**src/rtl/ram_pkg.sv**
```systemverilog
// ram_pkg: shared constants and types for the sync_ram copy engine.
//   RAM_DATA_W     - width of one RAM word (32)
//   DEFAULT_ADDR_W - default RAM address width (8, i.e. 256 words)
//   copy_state_e   - copy-engine FSM states
package ram_pkg;

    localparam int RAM_DATA_W     = 32;
    localparam int DEFAULT_ADDR_W = 8;

    typedef enum logic [2:0] {
        CE_IDLE = 3'd0,
        CE_RD   = 3'd1,
        CE_CAP  = 3'd2,
        CE_WR   = 3'd3,
        CE_DONE = 3'd4
    } copy_state_e;

endpackage

```
**src/rtl/ram_copy_engine_if.sv**
```systemverilog
// ram_copy_engine_if: port bundle between the copy engine and sync_ram.
//   ram_addr [ADDR_WIDTH] - RAM addr     (engine -> RAM)
//   ram_din  [32]         - RAM Din      (engine -> RAM)
//   ram_we                - RAM writeEn  (engine -> RAM)
//   ram_rd                - RAM read     (engine -> RAM)
//   ram_dout [32]         - RAM Dout     (RAM -> engine)
// Modports: master (copy engine), slave (RAM).
interface ram_copy_engine_if #(
    parameter int ADDR_WIDTH = ram_pkg::DEFAULT_ADDR_W
);
    import ram_pkg::*;

    logic [ADDR_WIDTH-1:0] ram_addr;
    logic [RAM_DATA_W-1:0] ram_din;
    logic                  ram_we;
    logic                  ram_rd;
    logic [RAM_DATA_W-1:0] ram_dout;

    modport master (
        output ram_addr, ram_din, ram_we, ram_rd,
        input  ram_dout
    );

    modport slave (
        input  ram_addr, ram_din, ram_we, ram_rd,
        output ram_dout
    );

endinterface

```
**src/rtl/copy_addr_gen.sv**
```systemverilog
// copy_addr_gen: holds the latched copy parameters and the word index.
//   clk, rst  - clock, asynchronous active-high reset
//   load      - latch new_src/new_dst/new_len and clear the index
//   inc       - advance the index by one word
//   new_src   - first source address to latch
//   new_dst   - first destination address to latch
//   new_len   - word count to latch (0..2^ADDR_WIDTH)
//   src_word  - src + i, wrapped to the RAM size
//   dst_word  - dst + i, wrapped to the RAM size
//   last      - current word is the final one (i+1 == len)
module copy_addr_gen
    import ram_pkg::*;
#(
    parameter int ADDR_WIDTH = DEFAULT_ADDR_W
) (
    input  logic                  clk,
    input  logic                  rst,
    input  logic                  load,
    input  logic                  inc,
    input  logic [ADDR_WIDTH-1:0] new_src,
    input  logic [ADDR_WIDTH-1:0] new_dst,
    input  logic [ADDR_WIDTH:0]   new_len,
    output logic [ADDR_WIDTH-1:0] src_word,
    output logic [ADDR_WIDTH-1:0] dst_word,
    output logic                  last
);

    localparam logic [ADDR_WIDTH:0] ONE = {{ADDR_WIDTH{1'b0}}, 1'b1};

    logic [ADDR_WIDTH-1:0] src_q;
    logic [ADDR_WIDTH-1:0] dst_q;
    logic [ADDR_WIDTH:0]   len_q;
    // One bit wider than an address so that a full-RAM copy can count to 2^ADDR_WIDTH.
    logic [ADDR_WIDTH:0]   idx_q;

    always_ff @(posedge clk or posedge rst) begin
        if (rst) begin
            src_q <= '0;
            dst_q <= '0;
            len_q <= '0;
            idx_q <= '0;
        end else if (load) begin
            src_q <= new_src;
            dst_q <= new_dst;
            len_q <= new_len;
            idx_q <= '0;
        end else if (inc) begin
            idx_q <= idx_q + ONE;
        end
    end

    // Dropping the index MSB gives the modulo-2^ADDR_WIDTH wrap for free.
    assign src_word = src_q + idx_q[ADDR_WIDTH-1:0];
    assign dst_word = dst_q + idx_q[ADDR_WIDTH-1:0];
    assign last     = ((idx_q + ONE) == len_q);

endmodule

```
**src/rtl/ram_copy_engine.sv**
```systemverilog
// ram_copy_engine: copies len words from src_addr to dst_addr inside one
// single-port sync_ram, three cycles per word (RD, CAP, WR), ascending order.
//   clk, rst  - clock, asynchronous active-high reset
//   start     - copy request, honoured only when idle
//   src_addr  - first source word address (latched at start)
//   dst_addr  - first destination word address (latched at start)
//   len       - word count 0..2^ADDR_WIDTH (latched at start)
//   busy      - high while words are being moved
//   done      - one-cycle completion pulse
//   checksum  - sum mod 2^32 of all captured words (only with COPY_CHECKSUM_EN)
//   ram       - RAM port bundle (master side)
// Build option: define COPY_CHECKSUM_EN to add the checksum port and adder.
module ram_copy_engine
    import ram_pkg::*;
#(
    parameter int ADDR_WIDTH = DEFAULT_ADDR_W
) (
    input  logic                  clk,
    input  logic                  rst,
    input  logic                  start,
    input  logic [ADDR_WIDTH-1:0] src_addr,
    input  logic [ADDR_WIDTH-1:0] dst_addr,
    input  logic [ADDR_WIDTH:0]   len,
    output logic                  busy,
    output logic                  done,
`ifdef COPY_CHECKSUM_EN
    output logic [RAM_DATA_W-1:0] checksum,
`endif
    ram_copy_engine_if.master     ram
);

    copy_state_e           state;
    logic [RAM_DATA_W-1:0] data_q;
    logic [ADDR_WIDTH-1:0] src_word;
    logic [ADDR_WIDTH-1:0] dst_word;
    logic                  last;
    logic                  load;
    logic                  in_rd;

    assign load = (state == CE_IDLE) && start;

    copy_addr_gen #(
        .ADDR_WIDTH (ADDR_WIDTH)
    ) u_addr_gen (
        .clk      (clk),
        .rst      (rst),
        .load     (load),
        .inc      (state == CE_WR),
        .new_src  (src_addr),
        .new_dst  (dst_addr),
        .new_len  (len),
        .src_word (src_word),
        .dst_word (dst_word),
        .last     (last)
    );

    always_ff @(posedge clk or posedge rst) begin
        if (rst) begin
            state <= CE_IDLE;
        end else begin
            case (state)
                CE_IDLE: if (start) state <= (len == '0) ? CE_DONE : CE_RD;
                CE_RD:   state <= CE_CAP;
                CE_CAP:  state <= CE_WR;
                CE_WR:   state <= last ? CE_DONE : CE_RD;
                CE_DONE: state <= CE_IDLE;
                default: state <= CE_IDLE;
            endcase
        end
    end

    // Dout is only guaranteed driven in CAP (read held high a second cycle).
    always_ff @(posedge clk or posedge rst) begin
        if (rst) begin
            data_q <= '0;
        end else if (state == CE_CAP) begin
            data_q <= ram.ram_dout;
        end
    end

`ifdef COPY_CHECKSUM_EN
    always_ff @(posedge clk or posedge rst) begin
        if (rst) begin
            checksum <= '0;
        end else if (load) begin
            checksum <= '0;
        end else if (state == CE_CAP) begin
            checksum <= checksum + ram.ram_dout;
        end
    end
`endif

    // Outputs decode the state register only, so they never follow inputs
    // combinationally and fall as soon as the asynchronous reset hits.
    assign in_rd        = (state == CE_RD) || (state == CE_CAP);
    assign busy         = in_rd || (state == CE_WR);
    assign done         = (state == CE_DONE);
    assign ram.ram_rd   = in_rd;
    assign ram.ram_we   = (state == CE_WR);
    assign ram.ram_din  = data_q;
    assign ram.ram_addr = in_rd             ? src_word :
                          (state == CE_WR)  ? dst_word : '0;

endmodule

```
**src/flat_wrapper.sv**
```systemverilog
// flat-port wrapper written by rule: the top's interface ports become plain ports
module ram_copy_engine_flat import ram_pkg::*;
#(
    parameter int ADDR_WIDTH = DEFAULT_ADDR_W
)
  (clk, rst, start, src_addr, dst_addr, len, busy, done, ram_ram_addr, ram_ram_din, ram_ram_we, ram_ram_rd, ram_ram_dout);
  ram_copy_engine_if #(.ADDR_WIDTH(ADDR_WIDTH)) ram_i ();
  input  logic clk;
  input  logic rst;
  input  logic start;
  input  logic [ADDR_WIDTH-1:0] src_addr;
  input  logic [ADDR_WIDTH-1:0] dst_addr;
  input  logic [ADDR_WIDTH:0] len;
  output logic busy;
  output logic done;
  output wire logic [$bits(ram_i.ram_addr)-1:0] ram_ram_addr;
  output wire logic [$bits(ram_i.ram_din)-1:0] ram_ram_din;
  output wire logic [$bits(ram_i.ram_we)-1:0] ram_ram_we;
  output wire logic [$bits(ram_i.ram_rd)-1:0] ram_ram_rd;
  input wire logic [$bits(ram_i.ram_dout)-1:0] ram_ram_dout;
  assign ram_ram_addr = ram_i.ram_addr;
  assign ram_ram_din = ram_i.ram_din;
  assign ram_ram_we = ram_i.ram_we;
  assign ram_ram_rd = ram_i.ram_rd;
  assign ram_i.ram_dout = ram_ram_dout;
  ram_copy_engine #(.ADDR_WIDTH(ADDR_WIDTH)) u_core (.clk(clk), .rst(rst), .start(start), .src_addr(src_addr), .dst_addr(dst_addr), .len(len), .busy(busy), .done(done), .ram(ram_i));
endmodule
```
**config.mk**
```make
export PLATFORM = sky130hd
export DESIGN_NAME = ram_copy_engine_flat
export DESIGN_NICKNAME = d
export VERILOG_FILES = /design/src/rtl/ram_pkg.sv /design/src/rtl/ram_copy_engine_if.sv /design/src/rtl/copy_addr_gen.sv /design/src/rtl/ram_copy_engine.sv /design/src/flat_wrapper.sv
export SDC_FILE = /design/constraint.sdc
export NUM_CORES = 1
export LEC_CHECK = 0
export CAP_MARGIN = 40
export CORE_MARGIN = 1
export CORE_UTILIZATION = 40
export CTS_CLUSTER_SIZE = 24
export DETAILED_ROUTE_END_ITERATION = 6
export PLACE_DENSITY_LB_ADDON = 0.08
export SLEW_MARGIN = 20
export SYNTH_ARGS = -nofsm -noshare
export SYNTH_HDL_FRONTEND = slang
export SYNTH_HIERARCHICAL = 1
export SYNTH_SLANG_ARGS = --single-unit
```
**constraint.sdc**
```tcl
create_clock -name clk -period 2.9 [get_ports clk]
set_input_delay 0.435 -clock clk [delete_from_list [all_inputs] [get_ports clk]]
set_output_delay 0.435 -clock clk [all_outputs]
set_load 0.02 [all_outputs]
```
==> results of run 1 <==
-- what timing repair did --
action                                  in CTS  in global routing
endpoints found under the setup margin       4                  4
hold buffers                                 0                  0
gates resized for setup                     12                  6
pin swaps                                    0                  2
-- metrics by stage --
| stage | setup TNS [ns] | instances | power [mW] | util |
|---|---|---|---|---|
| 3_3_place_gp | -0.0585 | 500 | 5.27 | 0.547 |
| 2_1_floorplan | 0 | 292 | 4.02 | - |
| 3_5_place_dp | -0.0886 | 500 | 5.33 | 0.547 |
| 5_1_grt | -0.0394 | 515 | 6.38 | 0.567 |
| 4_1_cts | 0 | 515 | 6.02 | 0.566 |
| 6_report | 0 | 515 | 5.95 | 0.567 |
-- placed cells by master, fill, tap and decap left out, drive strengths merged, types with 12 or more instances in the layout --
cell,n
clkbuf,12
a21oi,12
nor2,16
mux2,57
clkdlybuf4s50,98
xnor2,23
dfrtp,69
xor2,12
ha,15
buf,13
-- cell usage after synthesis, types with 5 or more instances --
master / instances / share of area
inv_1: 8 / 0.0083
a22o_1: 8 / 0.019
nand3_1: 6 / 0.0083
a21oi_1: 11 / 0.015
buf_2: 5 / 0.0069
ha_1: 15 / 0.052
mux2_2: 57 / 0.18
dfrtp_1: 69 / 0.48
nand2_1: 8 / 0.0083
xnor2_1: 22 / 0.053
clkbuf_1: 5 / 0.0052
nor2_1: 15 / 0.016
xor2_1: 12 / 0.029
-- per-layer routing --
metal	share of wire	GRT usage
met1	0.47	0.237
met2	0.46	0.271
met3	0.056	0.0432
met4	0.012	0.0608
met5	0	0
-- flip-flops by register name, indices dropped and copies added (netlist names) --
name / count
u_core/ram.ram_din: 32
u_core/u_addr_gen/idx_q: 9
u_core/u_addr_gen/len_q: 9
u_core/u_addr_gen/dst_q: 8
u_core/u_addr_gen/src_q: 8
u_core/state: 3
-- cells by family after synthesis --
kind of cell               count (synthesis)
AOI/OAI and AO/OA                         38
xor gates and xnor gates                  35
adders and majority gates                 17
buffers and inverters                     23
DFF                                       69
muxes                                     58
and+or+nand+nor                           52
-- power groups by stage --
stage	combinational (mW)	clock, mW	sequential [mW]
2_1_floorplan	2.04	0	1.98
3_3_place_gp	3.54	0	1.74
3_5_place_dp	3.57	0	1.76
4_1_cts	3.56	0.713	1.74
5_1_grt	3.81	0.757	1.81
6_report	3.52	0.690	1.73
-- final timing paths --
kind	end	cells after the start
min	u_core/state[0]$_DFFE_PP0P_	2
min reg2reg	u_core/ram.ram_din[10]$_DFFE_PP0P_	1
max in group asynchronous	u_core/ram.ram_din[30]$_DFFE_PP0P_	3
max	ram_ram_addr[6]	9
max reg2reg	u_core/state[0]$_DFFE_PP0P_	10
min in group clk	u_core/ram.ram_din[10]$_DFFE_PP0P_	1
-- final cells by class --
cell class                      count  share of cell area
Timing Repair Buffer              115               0.225
Sequential cell                    69               0.347
Multi-Input combinational cell    200               0.361
Tap cell                          108              0.0272
Clock inverter                      4             0.00504
Inverter                            8             0.00604
Clock buffer                       11              0.0284
==> results by group, run 1 <==
Placed design
  • Placer Congestion: 0.830
  • HPWL after detailed placement: 5540 microns
  • Port bufs: ~100
  • Pre-CTS setup slack: -0.0886 ns
  • Post-place instance area: approximately 4800 sq um

Timing
  • Maximum achievable frequency: ~360 MHz
  • Final WS setup: roughly 0.11 ns
  • Worst slew margin: 0.658
  • Final Setup Violations: 0
  • Final Cycle Share: 0.963
  • Final setup skew: 0.00837 ns
  • Min Hold Slack: approximately 0.3 ns
  • Final number of max-transition violations: 0
  • Least-Margin Pin Slew: 0.513 ns
  • Hold violation total from the final report: 0
  • Setup repair after global routing missed its margin: yes
  • Period minus WS final: approximately 2.8 ns

Cells and area
  • Count of fill cells added during filler insertion: between 800 and 900
  • Layout-stage area growth over the synthesis result: 37.2%
  • Area of the multi-input gates: 1800 sq um
  • ANT cells: 0
  • Number of nets in the layout: between 400 and 500
  • Proportion of layout cells with a drive suffix above 1: 0.246
  • Finished layout cell area: about 5000 sq um
  • FF/Latch Area: 1730 sq um

Clock network
  • Clk root buf: clkbuf_8
  • Total number of clock tree sinks: 69
  • Insertion delay to the later sink of the worst-skew pair: between 0.3 and 0.4 ns
  • CTS buffer count: 9
  • Post-CTS Setup Repair Bufs: 0
  • Number of buffers between clock root and the deepest sink: 2
  • Max H-tree Level: 3
  • Worst-path clk slew: around 0.08 ns
  • TritonCTS clock tree: yes

Critical path
  • Critical R2R Launch: u_core/u_addr_gen/idx_q[1]$_DFFE_PP0P_
  • Largest stage delay, worst path: slightly below 0.4 ns
  • Buf+Inv Stages, Crit Path: 1
  • Data arrival time of the worst path: between 2 and 2.5 ns
  • Crit-path slowest cell: dfrtp_1
  • Critical path class: reg -> out
  • Crit path launch type: flip-flop
  • Endpoint class of the critical path: primary output
  • Worst path cell trace: ha_1 > fa_2 > a21o_1 > a21oi_2 > o21bai_1 > a21oi_1 > xnor2_1 > a22o_1 > buf_4
  • Beginning of the critical path: u_core/u_addr_gen/src_q[0]$_DFFE_PP0P_
  • Register-to-Register Setup Slack: 0.29 ns
  • Worst-path maximum fanout: 2
  • Largest delay contributor family on the critical path: compound AO/OA/AOI/OAI gates
  • Data required time of the critical path: 2.47 ns

Logic synthesis
  • Share of cell area taken by muxes after synthesis: 0.180
  • Synth Area in XOR/XNOR: 0.0867
  • Unique masters post-synth: 46
  • Share of the yosys chip area belonging to registers: 0.477
  • Area fraction in compound gates after synthesis: 0.0781
  • Proportion of synthesized flip-flops having asynchronous set or reset: 1.00
  • Synthesized area per cell: 12.4 sq um
  • Total of flip-flops plus latches after synthesis: between 60 and 70
  • Most frequently used flop master after synthesis: dfrtp_1
  • Net count after synthesis: approximately 370
  • Combinational family with the most area after synthesis: multiplexers
  • Post-Synthesis Cell Area: roughly 3600 sq um
  • Number of enable-type register cells in the synthesized netlist: 0
  • Share of synthesized cell area in and, or, nand and nor gates: 0.0815
  • Yosys warnings: 6
  • Synthesized netlist cell count: just under 300
  • Adder-Cell Fraction of Synth Area: 0.0629

Route
  • TritonRoute pass-1 iters: 4
  • Post-detailed-route count of antenna-violating nets: 0
  • Via-per-instance ratio: about 5
  • Iter 0 DRT Violations: 62
  • Post-route DRC: 0
  • DRT Wirelength: 7770 microns
  • Wire length per cell after detailed routing: approximately 15 microns
  • Vias post-DR: between 2,000 and 3,000

Pwr
  • Switching component of the power: roughly 2.3 mW
  • Peak supply drop: around 570 uV
  • Power share of the sequential group: 0.291
  • Share of power burned in the clock network: 0.116
  • Power density of the placed cells: 1200 nW/um^2
  • Combinational Power Share: 0.593
  • LEAKAGE: 2.10 nW
  • Power Internal: about 3.6 mW
  • Share of total power consumed by net switching: 0.395

Global routing
  • Initial antenna violation count: 0
  • Maximum number of pins on one net before global-route repair: 36
  • Aggregate global-route resource usage: 0.174
  • Sum of overflow across all layers after global routing: 0
  • Number of global-route vias before repair: 2,694
  • Global-route wire length before repair: 13,100 microns

Floorplanning
  • Core Box Area: just under 9000 sq um
  • Die width: slightly below 100 microns
  • Core Rows: 34
  • Effective utilization at floorplan: 0.413
  • Number of top-level pins: approximately 100
  • Height of the die: between 90 and 100 microns
  • Overall die area: 9440 sq um

Status
  • Status: complete, no violations

Min path
  • Class of the tightest hold or removal check: in -> async

Job
  • Number of maximum-capacitance violations: 0
(Power assumes the default switching activity.)
==> run 2, diff against run 1 <==
- SYNTH_HIERARCHICAL: 1 -> default
==> results by group, run 2 <==
Status
  • Status: complete, no violations

Logic synthesis
  • Total of flip-flops plus latches after synthesis: 69
  • Proportion of synthesized flip-flops having asynchronous set or reset: 1.00
  • Most frequently used flop master after synthesis: dfrtp_1
  • Share of the yosys chip area belonging to registers: 0.491
  • Share of synthesized cell area in and, or, nand and nor gates: 0.0730
  • Post-Synthesis Cell Area: 3510 sq um
  • Dominant cell type by area after synthesis: dfrtp_1
  • Adder-Cell Fraction of Synth Area: 0.0648
  • Area fraction in compound gates after synthesis: 0.0873
  • Synthesized area per cell: 11.8 sq um
  • Synthesized netlist cell count: 298
  • Most numerous cell in the Yosys netlist: dfrtp_1
  • Top cells by instance count after synthesis: 69 x dfrtp_1, 56 x mux2_2, 19 x xnor2_1
  • Yosys warnings: 0
  • Synth Area in XOR/XNOR: 0.0748
  • Unique masters post-synth: 37
  • Top cells by area, synth: dfrtp_1 49%, mux2_2 18%, ha_1 5.3%
  • Share of cell area taken by muxes after synthesis: 0.179
  • Number of enable-type register cells in the synthesized netlist: 0
  • Net count after synthesis: approximately 380
  • Combinational family with the most area after synthesis: multiplexers
  • Proportion of netlist area held by the largest area contributor: 0.491

Route
  • DRT Wirelength: approximately 7800 microns
  • Post-detailed-route count of antenna-violating nets: 0
  • Iter 0 DRT Violations: 94
  • TritonRoute pass-1 iters: 4
  • Vias post-DR: between 2,000 and 3,000
  • Wire length per cell after detailed routing: 15.0 microns
  • Via-per-instance ratio: 5.10
  • Post-route DRC: 0

Timing
  • Worst slew margin: 0.573
  • Final Setup Violations: 0
  • Final number of max-transition violations: 0
  • Final setup skew: 0.00936 ns
  • Least-Margin Pin Slew: 0.640 ns
  • Setup TNS: 0 ns
  • Period minus WS final: 2.80 ns
  • Final Cycle Share: 0.965
  • Setup repair after global routing missed its margin: no
  • Maximum achievable frequency: between 300 and 400 MHz
  • Min Hold Slack: approximately 0.49 ns
  • Hold violation total from the final report: 0

Critical path
  • Data required time of the critical path: between 2 and 2.5 ns
  • Endpoint class of the critical path: primary output
  • Critical path class: reg -> out
  • Crit path launch type: flip-flop
  • Data arrival time of the worst path: approximately 2.4 ns
  • Worst-path maximum fanout: 2

Floorplanning
  • Core Box Area: about 8300 sq um
  • Height of the die: around 96 microns
  • Number of top-level pins: roughly 100
  • Die width: approximately 96 microns
  • Effective utilization at floorplan: 0.421
  • Overall die area: approximately 9200 sq um
  • Core Rows: 33

Cells and area
  • Number of nets in the layout: approximately 490
  • Finished layout cell area: ~4900 sq um
  • Proportion of layout cells with a drive suffix above 1: 0.229
  • Layout-stage area growth over the synthesis result: 39.9%
  • Most used cells in the layout excluding fill and tap cells: 97 x clkdlybuf4s50_1, 69 x dfrtp_1, 56 x mux2_2, 19 x xnor2_1, 18 x o21ai_0
  • ANT cells: 0
  • Number of flip-flops under the largest register name: 32
  • Most frequent standard cell in the layout excluding fill and tap cells: clkdlybuf4s50_1

Clock network
  • Hold_buf cts: 0
  • CTS buffer count: 9
  • Number of buffers between clock root and the deepest sink: 2
  • TritonCTS clock tree: yes
  • Clk root buf: clkbuf_8
  • Worst-path clk slew: approximately 0.09 ns
  • Max H-tree Level: 3
  • Insertion delay to the later sink of the worst-skew pair: 0.35 ns
  • Total number of clock tree sinks: 69

Placed design
  • Placer Congestion: between 0.7 and 0.8
  • Post-place instance area: between 4000 and 5000 sq um
  • HPWL after detailed placement: slightly below 6000 microns
  • Port bufs: about 100

Pwr
  • LEAKAGE: approximately 2.1 nW
  • Peak supply drop: 541 uV
  • Power density of the placed cells: roughly 1200 nW/um^2

Global routing
  • Sum of overflow across all layers after global routing: 0
  • Aggregate global-route resource usage: 0.185
  • Maximum number of pins on one net before global-route repair: 33
  • Number of global-route vias before repair: about 2,700
  • Global-route wire length before repair: 12,800 microns
  • Initial antenna violation count: 0

Job
  • Number of maximum-capacitance violations: 0

Min path
  • Class of the tightest hold or removal check: in -> async
run 2: cell count changes after synthesis, moves of 4 or more:
cell / delta
a22o_1: -6
buf_6: -4
o22ai_1: +6
clkbuf_1: +5
nor3_1: +5
o21ai_0: +14
buf_2: -4
run 2: timing repair:
action	CTS	global route
endpoints found under the setup margin	5	5
resized for setup	8	10
pin swaps	0	2
buffers inserted	0	0
run 2: worst paths after layout:
path	from	to	slack, ns	depth (start not counted)
worst max-delay path	u_core.u_addr_gen.dst_q[0]$_DFFE_PP0P_	ram_ram_addr[2]	0.10	5
worst min-delay path	rst	u_core.ram.ram_din[27]$_DFFE_PP0N_	0.49	2
worst max register to register	u_core.u_addr_gen.idx_q[1]$_DFFE_PP0P_	u_core.state[2]$_DFFE_PP0P_	0.51	7
worst min register to register	u_core.ram.ram_din[13]$_DFFE_PP0N_	u_core.ram.ram_din[13]$_DFFE_PP0N_	0.51	1
max in group asynchronous	rst	u_core.ram.ram_din[15]$_DFFE_PP0N_	1.81	3
min in group clk	u_core.ram.ram_din[13]$_DFFE_PP0N_	u_core.ram.ram_din[13]$_DFFE_PP0N_	0.51	1
run 2: through the flow:
stage | worst slack, ns | utilization | instances | total power, mW
2_1_floorplan | 0.502 | - | 298 | 3.83
3_3_place_gp | 0.0811 | 0.566 | 504 | 5.12
3_5_place_dp | 0.0708 | 0.566 | 504 | 5.16
4_1_cts | 0.00572 | 0.589 | 519 | 5.94
5_1_grt | 0.000473 | 0.589 | 519 | 6.29
6_report | 0.101 | 0.589 | 519 | 5.86
run 2: worst max-delay path, cell delays in order (launching register included):
cell	delay, ns
dfrtp_1	0.40
ha_1	0.24
fa_1	0.42
xnor2_1	0.15
o22ai_1	0.18
clkdlybuf4s50_1	0.64
run 2: power breakdown:
part / switching, mW / internal (mW)
clock: 0.390 / 0.402
sequential: 0.319 / 1.42
combinational: 1.64 / 1.69
run 2: cell type report:
class	count	area (sq um)
timing repair buffer	114	1110
fill	731	3430
tap	105	131
multi-input combinational	204	1700
clock inverter	6	71.3
clock buffer	9	124
inverter	12	45.0
sequential	69	1730
run 2: kinds of logic (layout without fill, tap and decap cells):
logic type               Yosys count  count (layout)
AO/OA/AOI/OAI                     51              51
XOR/XNOR                          30              30
adder cells (fa/ha/maj)           17              17
AND/OR/NAND/NOR                   50              50
buffers and inverters             25             141
multiplexers                      56              56
flip-flops                        69              69
run 2: layer usage:
layer / up-vias / GRT usage / part of all wire
met5: - / 0 / 0
met4: 0 / 0.0535 / 0.011
met3: 8 / 0.0900 / 0.087
met2: 75 / 0.290 / 0.47
met1: 1284 / 0.225 / 0.43
li1: 1282 / - / -
==> run 3, diff against run 2 <==
- SETUP_SLACK_MARGIN: default -> 0.2
==> results by group, run 3 (synthesis results as in run 2) <==
Timing
  • Hold violation total from the final report: 0
  • Final Cycle Share: 0.922
  • Period minus WS final: 2.67 ns
  • Maximum achievable frequency: between 300 and 400 MHz
  • Final setup skew: between 0.008 and 0.009 ns
  • Least-Margin Pin Slew: around 0.65 ns
  • Final number of max-transition violations: 0
  • Worst slew margin: 0.569
  • Setup TNS: 0 ns
  • Setup repair after global routing missed its margin: yes
  • Final Setup Violations: 0

Placed design
  • Placer Congestion: 0.791
  • HPWL after detailed placement: 5850 microns
  • Port bufs: approximately 100

Critical path
  • Endpoint class of the critical path: primary output
  • Data required time of the critical path: 2.47 ns
  • Critical R2R Launch: u_core.u_addr_gen.idx_q[1]$_DFFE_PP0P_
  • Data arrival time of the worst path: between 2 and 2.5 ns
  • Critical path class: reg -> out
  • Beginning of the critical path: u_core.u_addr_gen.dst_q[0]$_DFFE_PP0P_
  • Crit path launch type: flip-flop
  • Worst-path maximum fanout: 2

Cells and area
  • ANT cells: 0
  • Layout-stage area growth over the synthesis result: 40.8%
  • Number of flip-flops under the largest register name: 32
  • Most used cells in the layout excluding fill and tap cells: 94 x clkdlybuf4s50_1, 68 x dfrtp_1, 56 x mux2_2, 19 x xnor2_1, 18 x o21ai_0
  • Most frequent standard cell in the layout excluding fill and tap cells: clkdlybuf4s50_1
  • Count of fill cells added during filler insertion: roughly 730
  • Proportion of layout cells with a drive suffix above 1: 0.255
  • Number of nets in the layout: slightly below 500
  • Post-layout util: 0.593

Global routing
  • Initial antenna violation count: 0
  • Number of global-route vias before repair: around 2,700
  • Sum of overflow across all layers after global routing: 0
  • Global-route wire length before repair: about 13,000 microns
  • Aggregate global-route resource usage: 0.186
  • Maximum number of pins on one net before global-route repair: 33

Min path
  • Class of the tightest hold or removal check: in -> async

Clock network
  • TritonCTS clock tree: yes
  • Insertion delay to the later sink of the worst-skew pair: between 0.3 and 0.4 ns
  • Hold_buf cts: 0
  • Worst-path clk slew: around 0.090 ns
  • CTS buffer count: 9
  • Max H-tree Level: 3
  • Number of buffers between clock root and the deepest sink: 2
  • Total number of clock tree sinks: slightly below 70
  • Clk root buf: clkbuf_8

Route
  • TritonRoute pass-1 iters: 4
  • Detailed-route wire length on metal 1: ~3400 microns
  • Post-detailed-route count of antenna-violating nets: 0
  • DRT Wirelength: 7930 microns
  • Wire length per cell after detailed routing: approximately 15 microns
  • Amount of wire on met2 after detailed routing: 3770 microns
  • Via-per-instance ratio: about 5.1
  • Met3 routed wirelength: roughly 700 microns
  • Highest signal layer in the routed design: met4
  • Vias post-DR: approximately 2,700
  • Post-route DRC: 0
  • Iter 0 DRT Violations: 93

Floorplanning
  • Number of top-level pins: ~100
  • Core Box Area: about 8300 sq um
  • Overall die area: ~9200 sq um
  • Height of the die: 95.7 microns
  • Die width: about 96 microns
  • Core Rows: 33
  • Effective utilization at floorplan: 0.421

Pwr
  • LEAKAGE: between 2 and 2.5 nW
  • Power density of the placed cells: 1200 nW/um^2
  • Peak supply drop: ~530 uV
  • Total power after layout: just under 6 mW

Status
  • Status: complete, no violations

Job
  • Number of maximum-capacitance violations: 0
[run 3: cell count changes in the layout (fill, tap and decap cells not counted), sizes merged]
cell / delta
buf: +5
clkbuf: -2
clkdlybuf4s15: -1
clkdlybuf4s50: -3
dlygate4sd2: +2
dlymetal6s2s: +1
[run 3: path summary, 6_finish.rpt]
path | to | slack, ns | cells past startpoint
worst min register to register | u_core.ram.ram_din[13]$_DFFE_PP0N_ | 0.51 | 1
worst max register to register | u_core.state[2]$_DFFE_PP0P_ | 0.50 | 7
max in group asynchronous | u_core.ram.ram_din[15]$_DFFE_PP0N_ | 1.80 | 3
worst max-delay path | ram_ram_addr[6] | 0.23 | 9
min in group clk | u_core.ram.ram_din[13]$_DFFE_PP0N_ | 0.51 | 1
worst min-delay path | u_core.ram.ram_din[27]$_DFFE_PP0N_ | 0.50 | 2
[run 3: critical path: stages, from the launching register on]
cell and delay, ns:
dfrtp_1 0.41, ha_2 0.22, fa_2 0.35, a21oi_1 0.13
nor2_1 0.05, nor2_1 0.16, o21ai_0 0.13, xnor2_1 0.14
o22ai_1 0.16, buf_4 0.16
[run 3: report_power, final]
part           switching, mW  internal [mW]  total [mW]
Combinational           1.67           1.70        3.37
Clock                  0.391          0.402       0.793
Sequential             0.324           1.42        1.75
Total                   2.38           3.53        5.91
[run 3: area by class of cell]
cell class	count	area, sq um	share of cell area
well taps	105	131	0.0266
inverters	12	45.0	0.00911
clock buffers	9	124	0.0250
repair buffers	116	1130	0.228
flip-flops and latches	69	1730	0.349
clock inverters	6	71.3	0.0144
multi-input cells	204	1720	0.348
[run 3: metrics by stage]
stage | setup WS [ns] | instance area, sq um | hold WS (ns) | std cells
3_3_place_gp | 0.0811 | 4720 | 0.489 | 504
2_1_floorplan | 0.502 | 3510 | 0.472 | 298
6_report | 0.227 | 4950 | 0.496 | 521
3_5_place_dp | 0.0708 | 4720 | 0.497 | 504
5_1_grt | 0.109 | 4950 | 0.527 | 521
4_1_cts | 0.180 | 4910 | 0.512 | 519
[run 3: what timing repair did]
item | in CTS | in global routing
setup endpoints to repair | 9 | 6
hold endpoints to repair | 0 | 0
resized for setup | 25 | 10
buffers inserted | 0 | 2
pin swaps | 0 | 8
[run 3: metal layers]
metal	vias up	GRT usage
met3	8	0.0893
li1	1283	-
met5	-	0
met4	0	0.0535
met1	1301	0.226
met2	81	0.294
